[config.mk]
export PLATFORM = sky130hd
export DESIGN_NAME = drive_status_display
export DESIGN_NICKNAME = d
export VERILOG_FILES = /design/src/rtl/drive_status_display.sv
export SDC_FILE = /design/constraint.sdc
export NUM_CORES = 1
export LEC_CHECK = 0
export BUFFER_PORTS_ARGS = -buffer_cell sky130_fd_sc_hd__buf_2
export CAP_MARGIN = 20
export CORE_MARGIN = 8
export CORE_UTILIZATION = 65
export DETAILED_ROUTE_END_ITERATION = 16
export PLACE_DENSITY = 0.89
export SYNTH_ARGS = -nofsm -noshare
export SYNTH_HDL_FRONTEND = slang
export SYNTH_SLANG_ARGS = --single-unit
[constraint.sdc]
create_clock -name clk -period 6.3 [get_ports clk]
set_clock_uncertainty 0.1 [all_clocks]
set_input_delay 0.945 -clock clk [delete_from_list [all_inputs] [get_ports clk]]
set_output_delay 0.945 -clock clk [all_outputs]
set_load 0.05 [all_outputs]
[src/rtl/drive_status_display.sv]
// drive_status_display: turn-signal blinker, BCD odometer and 4-digit multiplexed
//   seven-segment display of the odometer, driven by the manual-driving FSM.
// Ports: clk/rst (sync, active-high); drive_state (one-hot mode), move_cmd
//   {right,left,back,fwd}; led_left/led_right; mileage_bcd; seg_an/seg_cat.
// Optional build macro ODO_LEAD_BLANK_EN blanks leading zero digits (digit 0 always shown).
// All outputs are registered. There is no backpressure; inputs are sampled every cycle.
module drive_status_display #(
  parameter int BLINK_HALF_CYCLES = 50_000_000,
  parameter int METER_TICK_CYCLES = 100_000_000,
  parameter int SCAN_CYCLES       = 100_000
) (
  input  logic        clk,
  input  logic        rst,
  input  logic [3:0]  drive_state,
  input  logic [3:0]  move_cmd,
  output logic        led_left,
  output logic        led_right,
  output logic [15:0] mileage_bcd,
  output logic [3:0]  seg_an,
  output logic [7:0]  seg_cat
);

  localparam int BW = (BLINK_HALF_CYCLES > 1) ? $clog2(BLINK_HALF_CYCLES) : 1;
  localparam int TW = (METER_TICK_CYCLES > 1) ? $clog2(METER_TICK_CYCLES) : 1;
  localparam int SW = (SCAN_CYCLES > 1) ? $clog2(SCAN_CYCLES) : 1;
  localparam logic [BW-1:0] BLINK_LAST = BW'(BLINK_HALF_CYCLES - 1);
  localparam logic [TW-1:0] TICK_LAST  = TW'(METER_TICK_CYCLES - 1);
  localparam logic [SW-1:0] SCAN_LAST  = SW'(SCAN_CYCLES - 1);

  // Odometer mode is a pure decode of the current inputs; it is re-evaluated every cycle.
  typedef enum logic [1:0] {MODE_OFF, MODE_IDLE, MODE_RUN} mode_e;
  mode_e mode;

  logic [TW-1:0] tick_q, tick_d;
  logic [15:0]   mileage_q, mileage_d;
  logic [BW-1:0] blink_cnt_q, blink_cnt_d;
  logic          phase_q, phase_d;
  logic          turn_act_q, turn_act;
  logic          led_left_q, led_left_d, led_right_q, led_right_d;
  logic [SW-1:0] scan_cnt_q, scan_cnt_d;
  logic [1:0]    scan_idx_q, scan_idx_d;
  logic [3:0]    seg_an_q, seg_an_d;
  logic [7:0]    seg_cat_q, seg_cat_d;
  logic [3:0]    digit;
  logic          blank_digit;

  function automatic logic [15:0] bcd_inc(input logic [15:0] v);
    logic [15:0] r;
    logic        carry;
    r     = v;
    carry = 1'b1;
    for (int i = 0; i < 4; i++) begin
      if (carry) begin
        if (v[i*4 +: 4] == 4'd9) begin
          r[i*4 +: 4] = 4'd0;
        end else begin
          r[i*4 +: 4] = v[i*4 +: 4] + 4'd1;
          carry       = 1'b0;
        end
      end
    end
    return r;
  endfunction

  function automatic logic [7:0] seg_code(input logic [3:0] d);
    case (d)
      4'd0:    return 8'h3F;
      4'd1:    return 8'h06;
      4'd2:    return 8'h5B;
      4'd3:    return 8'h4F;
      4'd4:    return 8'h66;
      4'd5:    return 8'h6D;
      4'd6:    return 8'h7D;
      4'd7:    return 8'h07;
      4'd8:    return 8'h7F;
      4'd9:    return 8'h6F;
      default: return 8'h00;
    endcase
  endfunction

  // Non-one-hot drive_state values fall through to IDLE (treated as unstarting).
  always_comb begin
    mode = MODE_IDLE;
    if (drive_state == 4'b1000) begin
      mode = MODE_OFF;
    end else if ((drive_state == 4'b0100) && (move_cmd[1] | move_cmd[0])) begin
      mode = MODE_RUN;
    end
  end

  // Odometer: partial units survive IDLE, everything clears while powered off.
  always_comb begin
    tick_d    = tick_q;
    mileage_d = mileage_q;
    case (mode)
      MODE_OFF: begin
        tick_d    = '0;
        mileage_d = 16'h0000;
      end
      MODE_RUN: begin
        if (tick_q == TICK_LAST) begin
          tick_d    = '0;
          mileage_d = bcd_inc(mileage_q);
        end else begin
          tick_d = tick_q + 1'b1;
        end
      end
      default: ;
    endcase
  end

  // Blinker: turn_act_q detects the start of an active run so the LED lights immediately.
  assign turn_act = move_cmd[3] | move_cmd[2];

  always_comb begin
    blink_cnt_d = '0;
    phase_d     = 1'b0;
    if (turn_act && !turn_act_q) begin
      phase_d = 1'b1;
    end else if (turn_act) begin
      if (blink_cnt_q == BLINK_LAST) begin
        phase_d = ~phase_q;
      end else begin
        blink_cnt_d = blink_cnt_q + 1'b1;
        phase_d     = phase_q;
      end
    end
    led_left_d  = move_cmd[2] & phase_d;
    led_right_d = move_cmd[3] & phase_d;
  end

  // Display scan: segment registers follow the current index, so they lag it by one cycle.
  always_comb begin
    scan_idx_d = scan_idx_q;
    if (scan_cnt_q == SCAN_LAST) begin
      scan_cnt_d = '0;
      scan_idx_d = scan_idx_q + 2'd1;
    end else begin
      scan_cnt_d = scan_cnt_q + 1'b1;
    end

    digit = mileage_q[{scan_idx_q, 2'b00} +: 4];
`ifdef ODO_LEAD_BLANK_EN
    // A digit is leading-zero when it and every more significant digit are zero.
    blank_digit = ((scan_idx_q == 2'd3) && (mileage_q[15:12] == 4'd0)) ||
                  ((scan_idx_q == 2'd2) && (mileage_q[15:8]  == 8'd0)) ||
                  ((scan_idx_q == 2'd1) && (mileage_q[15:4]  == 12'd0));
`else
    blank_digit = 1'b0;
`endif

    seg_an_d  = 4'b0001 << scan_idx_q;
    seg_cat_d = blank_digit ? 8'h00 : seg_code(digit);
    if (mode == MODE_OFF) begin
      seg_an_d  = 4'b0000;
      seg_cat_d = 8'h00;
    end
  end

  always_ff @(posedge clk) begin
    if (rst) begin
      tick_q      <= '0;
      mileage_q   <= 16'h0000;
      blink_cnt_q <= '0;
      phase_q     <= 1'b0;
      turn_act_q  <= 1'b0;
      led_left_q  <= 1'b0;
      led_right_q <= 1'b0;
      scan_cnt_q  <= '0;
      scan_idx_q  <= 2'd0;
      seg_an_q    <= 4'b0001;
      seg_cat_q   <= 8'h3F;
    end else begin
      tick_q      <= tick_d;
      mileage_q   <= mileage_d;
      blink_cnt_q <= blink_cnt_d;
      phase_q     <= phase_d;
      turn_act_q  <= turn_act;
      led_left_q  <= led_left_d;
      led_right_q <= led_right_d;
      scan_cnt_q  <= scan_cnt_d;
      scan_idx_q  <= scan_idx_d;
      seg_an_q    <= seg_an_d;
      seg_cat_q   <= seg_cat_d;
    end
  end

  assign led_left    = led_left_q;
  assign led_right   = led_right_q;
  assign mileage_bcd = mileage_q;
  assign seg_an      = seg_an_q;
  assign seg_cat     = seg_cat_q;

endmodule

## After elaboration in Yosys (flattened, before gate mapping)

Memory sizes are Yosys's and may differ from the RTL's.
Index checks and enable logic that the tools add are counted.
W data, S select, Z words.

- Flip-flop bits (word level): 104
- Memory bits (read-only): 112
- Bits of input ports: 10
- Output and inout port bits: 30
- Word-level logic and storage cells: 88
- Memories kept: 1

- $add $sub $neg: 8
- Equality and inequality tests: 14
- Shifts and indexed selects: 2
- Muxes and demuxes: 29
- Bitwise gates (word level): 6
- Reductions and logical operators: 12

Memory list:

| memory | depth | width | rd ports | clocked after memory_dff | write ports | line | RTL |
|---|---|---|---|---|---|---|---|
| (name not given) | 16 | 7 | 1 | 0 | 0 | 66 | `case (d)` |

Operators by type and width:

| kind | number |
|---|---|
| $pmux W27 S2 | 1 |
| $pmux W16 S2 | 1 |
| $mux W4 | 7 |
| $add A27 B1 Y27 const B | 1 |
| $eq A27 B27 Y1 const B | 1 |
| $mux W27 | 1 |
| $add A26 B1 Y26 const B | 1 |
| $eq A26 B26 Y1 const B | 1 |
| $eq A4 B4 Y1 const B | 5 |
| $add A17 B1 Y17 const B | 1 |
| $eq A17 B17 Y1 const B | 1 |
| $add A4 B1 Y4 const B | 4 |
| $mux W16 | 1 |
| $shiftx A16 B5 Y4 | 1 |
| $mux W1 | 15 |
| $reduce_and A3 Y1 | 3 |
| $ne A2 B2 Y1 const B | 4 |
| $mux W6 | 1 |
| $eq A4 B3 Y1 const B | 1 |
| $mux W2 | 2 |
| $reduce_or A2 Y1 | 2 |
| $reduce_or A4 Y1 | 1 |
| $shl A1 B2 Y4 const A | 1 |
| $add A2 B1 Y2 const B | 1 |
| other kinds (9) | 13 |

## Depth between registers and ports, before layout

- Word-level depth: 15
- Depth in mapped cells: 8

## Worst setup path after synthesis

Ideal clock, no wire load.

- Kind: in2reg
- Start: in rst
- End: reg tick_q[18]
- Data arrival time: 2.295 ns
- Required time: 6.126 ns
- Path slack: 3.831 ns
- Stages: 7
- Path through: clkbuf_1 > inv_2 > nand4_1 > a31oi_2 > clkbuf_1 > a31oi_1 > a31oi_1

RTL lines:

| what | line | RTL |
|---|---|---|
| from (decl) | 13 | `input logic rst,` |
| to (signal assigned) | 174 | `tick_q <= tick_d;` |
| to (decl) | 34 | `logic [TW-1:0] tick_q, tick_d;` |

## Final worst setup path

- Start: in drive_state[1]
- End: reg tick_q[17]

- Longest elaborated chain between the ends: 6

RTL lines:

| what | line | RTL |
|---|---|---|
| from (decl) | 14 | `input logic [3:0] drive_state,` |
| $eq A4 B3 Y1 | 86 | `end else if ((drive_state == 4'b0100) && (move_cmd[1] \| move_cmd[0])) begin` |
| $logic_and A1 B1 Y1 | 86 |  |
| $mux W2 | 86 |  |
| $mux W2 (*) | 84 | `if (drive_state == 4'b1000) begin` |
| $eq A2 B2 Y1 / $logic_not A2 Y1 (equally long branches) | 95 | `case (mode)` |
| $pmux W27 S2 / $reduce_bool A2 Y1 (equally long branches) | - |  |

Mark *: on every way between the ends. The rest lies on a longest branch, timed or not.
A chain may end at the register's enable or synchronous reset.

==> impl_results.md <==
- Status: finished clean
- WP data arrival: 3.27 ns
- Setup violators final: 0
- Cts hold-fix bufs: 0
- Io pins: 40
- Fin util: 0.715
- FMAX: 328 MHz
- CTS Buf Count: 9
- Clock buffer depth: 2
- Type of origin of the critical path: input pin
- Avg Inst Size Synth: 8.59 um^2
- Measured slew at the worst slew-check pin: 0.949 ns
- Hold crit path type: flop to flop
- Overall Global Routing Usage: 0.212
- Leak: 2.03 nW
- # clock sinks: 103
- Setup tns final: 0 ns
- Post-CTS sizing: 0
- Clock Latency Late Sink: 0.38 ns
- Initial DRC count: 279
- Largest net degree at the start of global routing: 37
- Drc violations: 0
- Sequential cell area fraction in the yosys report: 0.385
- Post-Syn Area: 5360 um^2
- # fillers: 645
- Initial antenna violation count: 0
- DRT antenna net count: 0
- Top FF cell, synth: dfxtp_1
- Worst Path Class, Setup: input pin to flop
- Core Region: 8090 um^2
- WL per Instance: 16.0 um
- Ys async rst share: 0
- Via count: 4721
- First-pass DRT Iterations: 5
- Antenna cells: 0
- Syn Inst Count: 624
- Total Power: 0.00115 W
- CTS root buf: clkbuf_8
- Post-synth EDFFs: 0
- Fin crit period: 3.05 ns
- VDD IR-drop max: 0.153 mV
- Critical Path RT: 6.51 ns
- Pwr/cell area: 200 nW/um^2
- Layout Nets: 680
- Final Hold Viols: 0
- Inst Count DP: 746
- Max-slew violations: 0
- H-tree depth: 3
- Yosys reg bits: 103
- Vias in the first global route: 4517
- Syn. warnings: 0
- Worst Path Max Fanout: 36
- Synth cell types: 79
- Row count: 33
- Clock slew at reported path FFs: 0.10 ns
- Setup Buffers After CTS: 0
- Initial Utilization: 0.662
- Final Cell Area: 5780 um^2
- Total Wirelength: 12200 um
- CP endpoint kind: flop
- Die area: 11400 um^2
- Fin crit share: 0.484
- First-pass GRT wire length: 20200 um
- Max-Cap Viols: 0
- Sequential Area: 2060 um^2
- HPWL Detailed: 8820 um
- Layout cell share with drive strength beyond 1: 0.140
- Post-synth net total: 652
- Unrepaired setup endpoints after global routing: no
- Area post-placement: 5580 um^2
- Grt total ovfl: 0
- Non-Filler Instances: 762
- Die X: 107 um
- Chip height: 107 um
- Relative slew slack: 0.366
- Footprint of the multi-input gates: 3080 um^2
- GPL Wtd Cong: 0.901
- PortBufs: 38
- Vias/cell: 6.20
- Syn-to-layout area delta: 7.91%
- CTS tree: built
## kinds of logic after synthesis
family | share of synthesized area
and+or+nand+nor | 0.314
buffers and inverters | 0.0404
muxes | 0.0322
other | 0.000700
adders and majority gates | 0.0420
AOI/OAI and AO/OA | 0.114
xor gates and xnor gates | 0.0719
DFF | 0.385
## metrics by stage
| step | worst slack, ns | hold WS (ns) |
|---|---|---|
| 6_report | 3.25 | 0.356 |
| 2_1_floorplan | 3.83 | 0.318 |
| 4_1_cts | 3.30 | 0.364 |
| 5_1_grt | 3.09 | 0.377 |
| 3_3_place_gp | 3.02 | 0.328 |
| 3_5_place_dp | 2.89 | 0.343 |
## synth_stat cells (3+ instances only)
library cell,number,area (um^2)
a211o_1,3,26.3
nor2_1,82,308
nand3b_1,3,22.5
o31ai_1,4,30.0
dfxtp_1,103,2060
nor3b_1,4,30.0
or2_2,3,18.8
clkbuf_1,12,45.0
nand4_1,17,106
ha_1,18,225
nor3_1,18,90.1
mux2i_1,6,60.1
nor4_2,4,50.1
inv_1,25,93.8
nand3_1,41,205
a21oi_1,26,130
xor2_1,15,131
nor4b_1,3,26.3
o21ai_1,9,45.0
nand2_1,47,176
nand2b_1,6,37.5
xnor2_1,29,254
o21ai_0,18,90.1
and2_1,3,18.8
mux4_2,4,90.1
or3_1,6,37.5
and4_1,7,61.3
or4_1,3,22.5
buf_2,8,40.0
nor4_1,7,43.8
a31oi_1,12,75.1
and3_1,17,106
## critical path: stages
cell and delay (ns):
buf_2 0.11, nor2_1 0.31, nand4_1 0.63, a31oi_2 0.35
buf_4 0.36, or4b_1 0.47, o21ai_1 0.08
## placed cells by master (no fill, tap or decap), drive strengths merged, types with 5 or more instances in the layout
cell type	count
o31ai	5
a31oi	13
nor2	82
and4	7
or2	5
dfxtp	103
nand4	18
nor4b	5
xnor2	29
a21oi	27
clkbuf	10
nand2	47
and2	5
mux2i	6
nor4	12
and3	17
ha	18
o21ai	27
inv	29
buf	40
or3	8
nand2b	6
nor3	20
xor2	15
nand3	43
## final cells by class
type | count | area share
Tap cell | 105 | 0.0227
Inverter | 27 | 0.0175
Multi-Input combinational cell | 471 | 0.533
Sequential cell | 103 | 0.356
Timing Repair Buffer | 40 | 0.0355
Clock inverter | 6 | 0.0130
Clock buffer | 10 | 0.0221
## state kept, by name, indices dropped and copies added, names as in the netlist, 2 cells and up
name and flops:
mileage_bcd 16, scan_idx_q 2, blink_cnt_q 26, tick_q 27
seg_cat 7, scan_cnt_q 17, seg_an 4
## routing by layer
layer / part of all wire / track usage / vias up
met2: 0.50 / 0.374 / 155
met4: 0.032 / 0.118 / 0
met1: 0.41 / 0.236 / 2237
li1: - / - / 2289
met5: 0 / 0 / -
met3: 0.060 / 0.0384 / 40
## path summary, 6_finish.rpt
| path | startpoint | slack [ns] | cells after the start | to |
|---|---|---|---|---|
| max | drive_state[1] | 3.25 | 7 | tick_q[17]$_SDFFE_PP0P_ |
| min | scan_cnt_q[0]$_SDFF_PP0_ | 0.36 | 1 | scan_cnt_q[0]$_SDFF_PP0_ |
| max reg2reg | blink_cnt_q[0]$_SDFF_PP0_ | 3.77 | 5 | blink_cnt_q[20]$_SDFF_PP0_ |
| min reg2reg | scan_cnt_q[0]$_SDFF_PP0_ | 0.36 | 1 | scan_cnt_q[0]$_SDFF_PP0_ |
## power by group
part	switching [W]	total, W	internal (W)
clock	0.000243	0.000434	0.000190
sequential	0.00000373	0.000661	0.000657
combinational	0.0000439	0.0000601	0.0000162
total	0.000291	0.00115	0.000864
No activity file was read; power rests on OpenSTA's default activity.
